### src/rtl/leading_zero_denormalizer_32.sv
// leading_zero_denormalizer_32: iterative right shift by a 5-bit leading-zero count, one count bit per cycle, with sticky
// Ports:
//   i_CLK, i_RESET               clock, synchronous active-high reset
//   i_VALID/o_READY              request handshake carrying i_WORD, i_ZERO_COUNT, i_ALL_ZEROS
//   o_VALID/i_READY              result handshake carrying o_WORD, o_STICKY, o_ALL_ZEROS
module leading_zero_denormalizer_32 (
  input  logic        i_CLK,
  input  logic        i_RESET,
  input  logic        i_VALID,
  output logic        o_READY,
  input  logic [31:0] i_WORD,
  input  logic [4:0]  i_ZERO_COUNT,
  input  logic        i_ALL_ZEROS,
  output logic        o_VALID,
  input  logic        i_READY,
  output logic [31:0] o_WORD,
  output logic        o_STICKY,
  output logic        o_ALL_ZEROS
);
  typedef enum logic [1:0] {IDLE, SHIFT, DONE} state_t;
  state_t      state_q, state_d;
  logic [2:0]  stage_q, stage_d;
  logic [31:0] word_q, word_d;
  logic [4:0]  cnt_q, cnt_d;
  logic        sticky_q, sticky_d;
  logic        zeros_q, zeros_d;
  logic [5:0]  amt;
  logic [31:0] mask;
  assign amt  = 6'd1 << stage_q;
  // bits that fall off the bottom when shifting by this stage's weight
  assign mask = (32'd1 << amt) - 32'd1;
  always_comb begin
    state_d  = state_q;
    stage_d  = stage_q;
    word_d   = word_q;
    cnt_d    = cnt_q;
    sticky_d = sticky_q;
    zeros_d  = zeros_q;
    case (state_q)
      IDLE: if (i_VALID) begin
        word_d   = i_ALL_ZEROS ? 32'd0 : i_WORD;
        cnt_d    = i_ZERO_COUNT;
        zeros_d  = i_ALL_ZEROS;
        sticky_d = 1'b0;
        stage_d  = 3'd4;
        state_d  = i_ALL_ZEROS ? DONE : SHIFT;
      end
      SHIFT: begin
        if (cnt_q[stage_q]) begin
          word_d   = word_q >> amt;
          sticky_d = sticky_q | (|(word_q & mask));
        end
        stage_d = stage_q - 3'd1;
        state_d = (stage_q == 3'd0) ? DONE : SHIFT;
      end
      DONE:    state_d = i_READY ? IDLE : DONE;
      default: state_d = IDLE;
    endcase
  end
  always_ff @(posedge i_CLK) begin
    if (i_RESET) begin
      state_q  <= IDLE;
      stage_q  <= 3'd0;
      word_q   <= 32'd0;
      cnt_q    <= 5'd0;
      sticky_q <= 1'b0;
      zeros_q  <= 1'b0;
    end else begin
      state_q  <= state_d;
      stage_q  <= stage_d;
      word_q   <= word_d;
      cnt_q    <= cnt_d;
      sticky_q <= sticky_d;
      zeros_q  <= zeros_d;
    end
  end
  assign o_READY     = state_q == IDLE;
  assign o_VALID     = state_q == DONE;
  assign o_WORD      = word_q;
  assign o_STICKY    = sticky_q;
  assign o_ALL_ZEROS = zeros_q;
endmodule

### config.mk
export PLATFORM = sky130hd
export DESIGN_NAME = leading_zero_denormalizer_32
export DESIGN_NICKNAME = d
export VERILOG_FILES = /design/src/rtl/leading_zero_denormalizer_32.sv
export SDC_FILE = /design/constraint.sdc
export NUM_CORES = 1
export LEC_CHECK = 0
export ABC_CLOCK_PERIOD_IN_PS = 3300
export BUFFER_PORTS_ARGS = -buffer_cell sky130_fd_sc_hd__buf_2
export CORE_ASPECT_RATIO = 1.5
export CORE_UTILIZATION = 58
export DETAILED_ROUTE_END_ITERATION = 16
export GPL_ROUTABILITY_DRIVEN = 0
export PLACE_DENSITY_LB_ADDON = 0.15
export SLEW_MARGIN = 30
export SYNTH_ARGS = -nofsm -noshare
export SYNTH_HDL_FRONTEND = slang
export SYNTH_SLANG_ARGS = --single-unit
### constraint.sdc
create_clock -name i_CLK -period 3.3 [get_ports i_CLK]
set_input_delay 0.66 -clock i_CLK [delete_from_list [all_inputs] [get_ports i_CLK]]
set_output_delay 0.66 -clock i_CLK [all_outputs]
set_load 0.01 [all_outputs]
==> reports/metrics.yaml <==
drt:
  drcViolationCount: 0
  ant_nets: 0
  dr.pass1.iters: 6
  dr_total_vias: 5550
  first_iter_violations: 924
  routed_wl_um: 18000
  viasPerCell: 7.63
  routedWlPerCell_um: 24.7
global_route:
  grt_pass1_wl_um: 28700
  grt_max_degree: 37
  track_usage_pct: 45.6
  grt_antenna_before_repair: 0
  grt_pass1_vias: 5233
  overflow: 0
sta:
  rsz0062_at_grt: "no"
  fin_tns_setup_ps: 0
  fin_skew_ps: 9.25
  finalCritPeriodShare_pct: 93.1
  finalSetupViolCount: 0
  drv_slew: 0
  setup_slack_ps: 228
  worst_pin_slew_ps: 772
  maxClockFrequency_mhz: 326
  finalHoldViolCount: 0
  slew_headroom_pct: 48.2
  min_period_ps: 3070
synthesis:
  synth_edf_count: 0
  muxShareOfSynthArea_pct: 16.6
  synth_ff_type: "dfxtp_1"
  synth_compound_area_share_pct: 33.7
  ys_ff_latch: 44
  synth_xor_area_share_pct: 0.374
  netlist_instances: 574
  ys_types: 83
  synthAdderAreaFrac_pct: 1.60
  synthSimpleGateAreaFrac_pct: 20.3
  syn-num-nets: 622
  ys_warn_count: 0
  syn_avg_cell_area_um2: 8.15
  synth_top_family_by_area: "compound AO/OA/AOI/OAI gates"
  synth-seq-area-share_pct: 18.8
  syn-cell-area_um2: 4680
  async_reset_ff_share_pct: 0
clock_network:
  postCtsSetupRepairBufs: 0
  clock-sinks: 44
  cts_inserted_buffers: 5
  cts_root_buf: "clkbuf_16"
  cts_tree: "built"
  ctsHoldBuffers: 0
  clockBufferDepth: 2
  path_clk_slew_ps: 70
  post_cts_resized: 0
  cts-htree-levels: 2
  clock_latency_ps: 290
critical_path:
  worst-r2r-cell-count: 8
  arrival_ps: 3270
  critPathBufInv: 1
  reg2reg_slack_ps: 230
  slowest_delay_ps: 640
  critical_path.slowest_cell: "a211oi_1"
  startpoint_type: "flip-flop"
  cp.required_ps: 3500
  path_cells: "ha_2 -> buf_4 -> nor3_1 -> nor2_2 -> o221ai_1 -> a211oi_1 -> o21ai_0 -> a311oi_1"
  rr_endpoint: "o_WORD[19]"
  end_kind: "flip-flop"
  path_class: "flip-flop to flip-flop"
  critPathMaxFanout: 35
  r2r_start: "stage_q[0]"
  cp_top_family: "compound AO/OA/AOI/OAI gates"
power:
  seqPwrFrac_pct: 34.8
  power_frac_comb_pct: 41.5
  p_int_mw: 1.22
  power.total_mw: 2.08
  p_sw_mw: 0.866
  power_leakage_nw: 1.91
  powerDensity_nw_per_um2: 399
  p_sw_share_pct: 41.6
  ir_worst_vdd_mv: 0.411
  p_clk_share_pct: 23.7
run_status:
  status: "finished, final reports clean"
placement:
  placedInstanceArea_um2: 5080
  dp_hpwl_um: 12700
  post-place-cells: 720
  io_buffer_count: 77
  post-place-ws_ps: 267
die:
  core-area_um2: 7710
  die_w_um: 75.3
  initial_core_util_pct: 60.7
  die_h_um: 112
  io_pins: 78
  dieArea_um2: 8440
  rows: 39
cells_and_area:
  final_area_um2: 5220
  synthToLayoutAreaGrowth_pct: 11.6
  final-instance-count-excl-fill: 727
  final_net_count: 673
  n_antenna_cell: 0
  layout-drive-gt1-share_pct: 27.4
hold_path:
  hold_path_class: "flip-flop to flip-flop"
  worstHoldPathCells: 2
  worstHoldStart: "cnt_q[3]"
  min_to: "cnt_q[3]"
flow_run:
  cap_violations: 0
[area by class of cell]
cell class                      instances  area (um^2)
Sequential cell                        44          882
Clock buffer                            5          125
Inverter                               14         52.6
Multi-Input combinational cell        454         3410
Clock inverter                          2         12.5
Timing Repair Buffer                  106          616
Fill cell                             679         2490
Tap cell                              102          128
[power groups by stage]
stage	Combinational (mW)	Sequential, mW	Clock (mW)
after floorplan	0.616	0.665	0
after global placement	0.809	0.717	0
after detailed placement	0.827	0.719	0
after CTS	0.832	0.707	0.498
after global routing	0.932	0.727	0.515
final	0.866	0.725	0.494
[Yosys cell counts (3+ instances only)]
| master | n | share of area (%) |
|---|---|---|
| a22oi_1 | 14 | 2.2 |
| and3b_1 | 5 | 0.94 |
| a211oi_1 | 13 | 2.1 |
| buf_6 | 8 | 1.9 |
| a31oi_1 | 5 | 0.67 |
| a222oi_1 | 6 | 1.3 |
| nor4_1 | 3 | 0.40 |
| nand4_1 | 4 | 0.53 |
| and2_1 | 3 | 0.40 |
| mux4_2 | 18 | 8.7 |
| o221ai_1 | 5 | 0.94 |
| o21a_1 | 3 | 0.48 |
| mux2_2 | 7 | 1.7 |
| mux2i_1 | 29 | 6.2 |
| buf_1 | 3 | 0.24 |
| clkbuf_1 | 22 | 1.8 |
| a21oi_1 | 34 | 3.6 |
| a2111oi_0 | 5 | 0.94 |
| inv_1 | 14 | 1.1 |
| a311oi_2 | 5 | 1.6 |
| nand2_1 | 40 | 3.2 |
| a221oi_2 | 5 | 1.6 |
| nand3_1 | 9 | 0.96 |
| a211oi_2 | 3 | 0.80 |
| ha_1 | 6 | 1.6 |
| nand3b_1 | 4 | 0.64 |
| nor3b_1 | 4 | 0.64 |
| a32oi_1 | 7 | 1.3 |
| buf_4 | 4 | 0.64 |
| nor2_1 | 63 | 5.1 |
| nor3_1 | 17 | 1.8 |
| dfxtp_1 | 44 | 19 |
| o311ai_0 | 3 | 0.56 |
| nor2b_1 | 9 | 1.2 |
| nand2b_1 | 7 | 0.94 |
| a311o_1 | 3 | 0.64 |
| o22a_1 | 3 | 0.56 |
| o22ai_1 | 7 | 0.94 |
| a211o_1 | 3 | 0.56 |
| o21ai_0 | 29 | 3.1 |
| buf_2 | 23 | 2.5 |
| a221oi_1 | 14 | 2.6 |
| o2111ai_1 | 3 | 0.56 |
| o211ai_1 | 6 | 0.96 |
| a21o_1 | 4 | 0.64 |
[metal layers]
layer	wire length (um)	global-route usage, %	vias up
met5	0	0	-
met4	1710	33.5	0
met3	2390	19.7	166
met2	7940	64.5	511
met1	5910	53.4	2532
li1	-	-	2341
[cell usage in the layout, fill, tap and decap left out, types with 4 or more instances in the layout]
cell,Yosys,final
a221oi_2,5,5
clkbuf_16,0,5
nor2b_1,9,8
dfxtp_1,44,43
o221ai_1,5,5
mux2_2,7,7
nand4_1,4,4
inv_1,14,14
nand2_1,40,40
ha_1,6,4
and3b_1,5,5
nand3b_1,4,4
buf_4,4,28
a22oi_1,14,14
a211oi_1,13,13
nor3b_1,4,4
a21o_1,4,4
a21oi_1,34,34
a31oi_1,5,5
buf_2,23,77
nand3_1,9,9
nor2_1,63,62
o211ai_1,6,6
mux2i_1,29,29
o22ai_1,7,7
a32oi_1,7,7
nor3_1,17,16
a2111oi_0,5,4
o21ai_0,29,29
nand2b_1,7,7
a311oi_2,5,5
a221oi_1,14,14
a222oi_1,6,6
mux4_2,18,18
[worst max path at each step]
stage / startpoint / endpoint / slack [ps] / cells past startpoint
2_1_floorplan: stage_q[0] / o_STICKY / 560 / 12
3_3_place_gp: stage_q[1] / o_STICKY / 470 / 11
3_5_place_dp: stage_q[1] / o_STICKY / 270 / 11
4_1_cts: stage_q[1] / o_STICKY / 270 / 11
5_1_grt: stage_q[0] / o_STICKY / 100 / 10
6_report: stage_q[0] / o_WORD[19] / 230 / 8
[stage by stage]
stage               util [%]  hold WS [ps]
detailed placement      65.8           484
global route            67.7           528
global placement        65.8           471
finish                  67.7           498
floorplan                  -           452
CTS                     67.6           498
[tightest hold or removal path: stages (launching register included)]
cell and delay, ps:
dfxtp_1 330, mux2i_1 70, nor2_1 70
[cell families after synthesis]
kind of cell / count (synthesis)
multiplexers: 54
flip-flops: 44
adder cells (fa/ha/maj): 6
AND/OR/NAND/NOR: 187
buffers and inverters: 76
AO/OA/AOI/OAI: 205
XOR/XNOR: 2
[flip-flops by register name, summed over array words and instances, names as in the netlist]
register and cells:
o_WORD 32, cnt_q 5, stage_q 3, state_q 2, o_ALL_ZEROS 1, o_STICKY 1
(Power assumes the default switching activity.)
